[config.mk]
export PLATFORM = sky130hd
export DESIGN_NAME = bp_lce_dcache_req_responder
export DESIGN_NICKNAME = d
export VERILOG_FILES = /design/src/rtl/bp_lce_dcache_req_responder.sv
export SDC_FILE = /design/constraint.sdc
export NUM_CORES = 1
export LEC_CHECK = 0
export CORE_AREA = 2 2 159 161
export DETAILED_ROUTE_END_ITERATION = 8
export DIE_AREA = 0 0 161 163
export GPL_ROUTABILITY_DRIVEN = 0
export HOLD_SLACK_MARGIN = 0.06
export PLACE_DENSITY_LB_ADDON = 0.1
export SETUP_SLACK_MARGIN = 0.3
export SYNTH_ARGS = -nofsm -noshare
export SYNTH_HDL_FRONTEND = slang
export SYNTH_SLANG_ARGS = --single-unit
export TNS_END_PERCENT = 20
[constraint.sdc]
create_clock -name clk_i -period 3.05 [get_ports clk_i]
set_clock_uncertainty 0.2 [all_clocks]
set_input_delay 0.915 -clock clk_i [delete_from_list [all_inputs] [get_ports clk_i]]
set_output_delay 0.915 -clock clk_i [all_outputs]
set_load 0.02 [all_outputs]
[src/rtl/bp_lce_dcache_req_responder.sv]
// D$ miss/uncached request engine: issues memory commands, streams fill beats
// critical-first into the data array, writes the tag, and tracks uncached-store credits.
module bp_lce_dcache_req_responder #(
  parameter int paddr_width_p = 40,
  parameter int sets_p        = 64,
  parameter int assoc_p       = 8,
  parameter int block_width_p = 512,
  parameter int fill_width_p  = 64,
  parameter int credits_p     = 4
) (
  input  logic                                   clk_i,
  input  logic                                   reset_n_i,
  input  logic                                   cache_req_v_i,
  input  logic [1:0]                             cache_req_msg_type_i,
  input  logic [paddr_width_p-1:0]               cache_req_addr_i,
  input  logic [63:0]                            cache_req_data_i,
  output logic                                   cache_req_yumi_o,
  output logic                                   cache_req_busy_o,
  input  logic                                   cache_req_metadata_v_i,
  input  logic [$clog2(assoc_p)-1:0]             cache_req_metadata_way_i,
  output logic                                   cache_req_critical_o,
  output logic                                   cache_req_complete_o,
  output logic                                   cache_req_credits_full_o,
  output logic                                   cache_req_credits_empty_o,
  output logic                                   mem_cmd_v_o,
  input  logic                                   mem_cmd_ready_i,
  output logic [paddr_width_p-1:0]               mem_cmd_addr_o,
  output logic                                   mem_cmd_write_o,
  output logic                                   mem_cmd_uncached_o,
  output logic [63:0]                            mem_cmd_data_o,
  input  logic                                   mem_resp_v_i,
  input  logic [fill_width_p-1:0]                mem_resp_data_i,
  input  logic                                   mem_resp_store_ack_i,
  output logic                                   mem_resp_yumi_o,
  output logic                                   data_mem_pkt_v_o,
  output logic [$clog2(sets_p)-1:0]              data_mem_pkt_index_o,
  output logic [$clog2(assoc_p)-1:0]             data_mem_pkt_way_o,
  output logic [$clog2(block_width_p/fill_width_p)-1:0] data_mem_pkt_fill_index_o,
  output logic                                   data_mem_pkt_uncached_o,
  output logic [fill_width_p-1:0]                data_mem_pkt_data_o,
  input  logic                                   data_mem_pkt_yumi_i,
  output logic                                   tag_mem_pkt_v_o,
  output logic [$clog2(sets_p)-1:0]              tag_mem_pkt_index_o,
  output logic [$clog2(assoc_p)-1:0]             tag_mem_pkt_way_o,
  output logic [paddr_width_p-$clog2(block_width_p/8)-$clog2(sets_p)-1:0] tag_mem_pkt_tag_o,
  output logic [1:0]                             tag_mem_pkt_state_o,
  input  logic                                   tag_mem_pkt_yumi_i
);

  localparam int N    = block_width_p / fill_width_p;
  localparam int OFF  = $clog2(block_width_p / 8);
  localparam int IDX  = $clog2(sets_p);
  localparam int WAY  = $clog2(assoc_p);
  localparam int BEAT = $clog2(N);
  localparam int TAGW = paddr_width_p - OFF - IDX;
  localparam int FOFF = $clog2(fill_width_p / 8);
  localparam int CW   = $clog2(credits_p + 1);

  typedef enum logic [2:0] {
    S_IDLE, S_META, S_CMD, S_FILL, S_UCRESP, S_TAG, S_DONE
  } state_e;

  state_e                   r_state, w_next;
  logic [1:0]               r_type;
  logic [paddr_width_p-1:0] r_addr;
  logic [63:0]              r_data;
  logic [WAY-1:0]           r_way;
  logic [BEAT-1:0]          r_beat;
  logic [CW-1:0]            r_cnt;

  logic w_full, w_empty, w_busy, w_req_hs, w_ack, w_dpkt_v, w_dhs;
  logic w_cmd_hs, w_inc, w_dec, w_last;
  logic [BEAT-1:0] w_crit;

  assign w_full   = (r_cnt == CW'(credits_p));
  assign w_empty  = (r_cnt == '0);
  assign w_busy   = (r_state != S_IDLE) | w_full;
  // Mealy outputs are gated so nothing handshakes while reset is held.
  assign w_req_hs = reset_n_i & cache_req_v_i & ~w_busy;
  assign w_ack    = reset_n_i & mem_resp_v_i & mem_resp_store_ack_i;
  assign w_dpkt_v = ((r_state == S_FILL) | (r_state == S_UCRESP))
                    & mem_resp_v_i & ~mem_resp_store_ack_i;
  assign w_dhs    = w_dpkt_v & data_mem_pkt_yumi_i;
  assign w_cmd_hs = (r_state == S_CMD) & mem_cmd_ready_i;
  assign w_inc    = w_cmd_hs & (r_type == 2'd3);
  assign w_dec    = w_ack & ~w_empty;
  assign w_last   = (r_beat == BEAT'(N - 1));
  assign w_crit   = r_addr[FOFF +: BEAT];

  assign cache_req_yumi_o          = w_req_hs;
  assign cache_req_busy_o          = w_busy;
  assign cache_req_critical_o      = w_dhs & ((r_state == S_UCRESP) | (r_beat == '0));
  assign cache_req_complete_o      = (r_state == S_DONE);
  assign cache_req_credits_full_o  = w_full;
  assign cache_req_credits_empty_o = w_empty;

  assign mem_cmd_v_o        = (r_state == S_CMD);
  assign mem_cmd_addr_o     = r_type[1] ? r_addr : {r_addr[paddr_width_p-1:FOFF], {FOFF{1'b0}}};
  assign mem_cmd_write_o    = (r_type == 2'd3);
  assign mem_cmd_uncached_o = r_type[1];
  assign mem_cmd_data_o     = r_data;
  assign mem_resp_yumi_o    = w_ack | w_dhs;

  assign data_mem_pkt_v_o          = w_dpkt_v;
  assign data_mem_pkt_index_o      = r_addr[OFF +: IDX];
  assign data_mem_pkt_way_o        = r_way;
  assign data_mem_pkt_fill_index_o = (r_state == S_UCRESP) ? '0 : BEAT'(w_crit + r_beat);
  assign data_mem_pkt_uncached_o   = (r_state == S_UCRESP);
  assign data_mem_pkt_data_o       = mem_resp_data_i;

  assign tag_mem_pkt_v_o     = (r_state == S_TAG);
  assign tag_mem_pkt_index_o = r_addr[OFF +: IDX];
  assign tag_mem_pkt_way_o   = r_way;
  assign tag_mem_pkt_tag_o   = r_addr[paddr_width_p-1 -: TAGW];
  assign tag_mem_pkt_state_o = (r_type == 2'd1) ? 2'b11 : 2'b01;

  always_comb begin
    w_next = r_state;
    unique case (r_state)
      S_IDLE:   if (w_req_hs) w_next = cache_req_msg_type_i[1] ? S_CMD : S_META;
      S_META:   if (cache_req_metadata_v_i) w_next = S_CMD;
      S_CMD:    if (mem_cmd_ready_i) begin
                  unique case (r_type)
                    2'd2:    w_next = S_UCRESP;
                    2'd3:    w_next = S_DONE;
                    default: w_next = S_FILL;
                  endcase
                end
      S_FILL:   if (w_dhs && w_last) w_next = S_TAG;
      S_UCRESP: if (w_dhs) w_next = S_DONE;
      S_TAG:    if (tag_mem_pkt_yumi_i) w_next = S_DONE;
      S_DONE:   w_next = S_IDLE;
      default:  w_next = S_IDLE;
    endcase
  end

  always_ff @(posedge clk_i or negedge reset_n_i) begin
    if (!reset_n_i) begin
      r_state <= S_IDLE;
      r_type  <= '0;
      r_addr  <= '0;
      r_data  <= '0;
      r_way   <= '0;
      r_beat  <= '0;
      r_cnt   <= '0;
    end else begin
      r_state <= w_next;
      if (w_req_hs) begin
        r_type <= cache_req_msg_type_i;
        r_addr <= cache_req_addr_i;
        r_data <= cache_req_data_i;
        r_beat <= '0;
      end else if ((r_state == S_FILL) && w_dhs) begin
        r_beat <= r_beat + 1'b1;
      end
      if ((r_state == S_META) && cache_req_metadata_v_i) r_way <= cache_req_metadata_way_i;
      // Concurrent command and ack cancel out.
      unique case ({w_inc, w_dec})
        2'b10:   r_cnt <= r_cnt + 1'b1;
        2'b01:   r_cnt <= r_cnt - 1'b1;
        default: r_cnt <= r_cnt;
      endcase
    end
  end

endmodule

==> flow_summary.yaml <==
setup_path:
  endpoint_kind: "output port"
  path_max_fanout: 2
  critical_path_required_ps: 1930
  ff2ff_setup_slack_ps: 520
  r2r-start: "r_state[2]"
  crit_arrival_ps: 1870
  critPathKind: "reg2out"
  r2r-end: "mem_cmd_data_o[50]"
  reg2reg_depth: 8
  worst_setup_path_start_kind: "flip-flop"
yosys:
  synth_edf_count: 0
  synthFlopType: "dfrtp_1"
  synth_nets: 667
  post-synth-top-count-cell: "buf_4"
  yosys.area.top_type: "dfrtp_1"
  synth.cell_area_um2: 6410
  synth.yosys.seq_area_share_pct: 46.0
  synthTopCellsByCount: "buf_4, dfrtp_1, mux2_4"
  synth_cell_types: 43
  synthCells: 478
  syn_area_per_cell_um2: 13.4
  yosys_warnings: 0
  synthTopCellsByArea: "dfrtp_1, buf_4, mux2_4"
  synth_top_cell_area_share_pct: 46.0
  synth-async-reset-ratio_pct: 100
  synth_seq_cells: 118
grt:
  grt.total_usage_pct: 12.6
  grt_pass1_wl_um: 24900
  antenna_found_initial: 0
  grt.overflow.total: 0
  grt_start_max_net_pins: 75
  grt_pass1_vias: 4172
cells_and_area:
  instances_no_fill: 986
  multi_input_area_um2: 2150
  nNetsFinal: 832
  nFillCells: 2409
  final-seq-area_um2: 2960
  layout-drive-gt1-share_pct: 30.2
  antenna_cells: 0
  syn2layout_area_growth_pct: 42.8
routing:
  vias: 3964
  wire_per_inst_um: 17.0
  drt_drc_violations_left: 0
  drtPass1Iterations: 4
  drt_iter0_drc: 90
  vias_per_cell: 4.02
  antenna_left: 0
  wl_um: 16800
floorplan:
  core_um2: 24700
  fp.dieH_um: 163
  die_area_um2: 26200
  die_w_um: 161
  row_count: 58
  initial_core_util_pct: 26.0
  io-pin-count: 414
pwr:
  switchingPower_uw: 3990
  power.internal_uw: 6690
  power_uw: 10700
  seqPwrFrac_pct: 27.3
  leakagePower_uw: 0.00397
  pwr-share-clk_pct: 18.9
  peakVddDrop_uv: 460
  p_per_area_nw_per_um2: 1170
  p_comb_share_pct: 53.8
  p_sw_share_pct: 37.4
cts:
  clock_sinks: 118
  clockBufferDepth: 2
  htree_num_levels: 4
  cts_made_buffers: 17
  clkLatencyLatePin_ps: 420
  cts-root-buf: "clkbuf_16"
  clk_pin_slew_ps: 60
  cts_tree: "built"
timing:
  tns_ps: 0
  slew_headroom_pct: 54.5
  setup_violations: 0
  drv_slew: 0
  rsz0062_at_grt: "true"
  fin_crit_sh_pct: 97.7
  hold_viol: 0
  worst_pin_slew_ps: 683
  min_period_ps: 2980
  fmax_mhz: 335
  holdWs_ps: 304
placed_design:
  placed_cells: 949
  io_buffers: 284
  dp_hpwl_um: 12100
worst_hold_path:
  worstHoldStart: "mem_cmd_data_o[34]"
  holdCritPathClass: "reg2reg"
  hold_path_end: "mem_cmd_data_o[34]"
  whs_path_depth: 1
job:
  drv_cap: 0
outcome:
  status: "completed"
## final cells by class
cell class	count	share of cell area (%)
clock inverter	14	1.65
multi-input combinational	188	23.5
sequential	118	32.3
clock buffer	18	4.69
tap	330	4.51
timing repair buffer	307	32.9
inverter	11	0.451
## cells by family (layout without fill, tap and decap cells)
kind of cell | Yosys count | count (layout) | share of synthesized area [%]
xor gates and xnor gates | 5 | 5 | 0.683
adders and majority gates | 7 | 7 | 1.60
other | 1 | 1 | 0.0585
AOI/OAI and AO/OA | 19 | 19 | 2.24
and+or+nand+nor | 47 | 47 | 4.84
muxes | 109 | 109 | 23.3
DFF | 118 | 118 | 46.0
buffers and inverters | 172 | 350 | 21.2
## worst max-delay path by stage
stage	from	end	slack, ps	cells after the start
CTS	r_addr[3]	data_mem_pkt_fill_index_o[2]	30	7
global route	r_addr[3]	data_mem_pkt_fill_index_o[2]	-40	7
finish	r_addr[3]	data_mem_pkt_fill_index_o[2]	70	7
detailed placement	mem_resp_store_ack_i	cache_req_critical_o	-500	4
global placement	data_mem_pkt_yumi_i	mem_resp_yumi_o	-460	5
floorplan	r_state[2]	data_mem_pkt_v_o	280	4
## sequential cells by signal, indices dropped and copies added, names as in the netlist
signal and count:
r_type 2, r_cnt 3, r_beat 3, data_mem_pkt_way_o 3
r_state 3, mem_cmd_data_o 64, r_addr 40
## through the flow
step / cell area [um2] / setup slack (ps) / utilization, %
2_1_floorplan: 6420 / 284 / -
3_3_place_gp: 8500 / -457 / 34.4
3_5_place_dp: 8500 / -502 / 34.4
4_1_cts: 9090 / 27.5 / 36.9
5_1_grt: 9160 / -37.7 / 37.1
6_report: 9160 / 69.3 / 37.1
## cell usage in the layout (no fill, tap or decap), types with 5 or more instances in the layout
master           Yosys  final
dlymetal6s2s_1       0      8
o21ai_0              6      6
nand2_1              8      7
clkdlybuf4s50_1      0    259
buf_4              148     25
mux2_4              72     72
mux2_2              35     35
inv_1               11     11
clkbuf_16            0     17
buf_6                4      5
clkbuf_2             0      5
nor2_1               6      5
ha_1                 5      5
dfrtp_1            118    115
## critical path, stage by stage, from the launching register on
cell	delay, ps
dfrtp_1	350
ha_1	150
inv_1	50
fa_2	350
xnor2_2	150
xnor2_1	120
nor2_1	120
buf_4	160
## power by group through the flow
stage	clock (uW)	sequential, uW	combinational (uW)
after floorplan	0	3380	3410
after global placement	0	2910	5780
after detailed placement	0	2930	5780
after CTS	2100	2930	5780
after global routing	2170	3040	6060
final	2020	2920	5750
## metal layers
layer,vias to the layer above,share of wire [%],wire (um),GRT usage [%]
li1,1792,-,-,-
met1,1946,38,6390,14.2
met2,177,51,8560,20.8
met3,49,8.2,1380,5.47
met4,0,2.6,435,5.28
met5,-,0,0,0
## repair_timing
item / CTS / global route
pin swaps: 4 / 10
buffers inserted: 2 / 3
hold buffers: 0 / 0
endpoints found under the setup margin: 19 / 21
gates resized for setup: 43 / 43
Note: power is estimated with default switching activity, not from simulation.
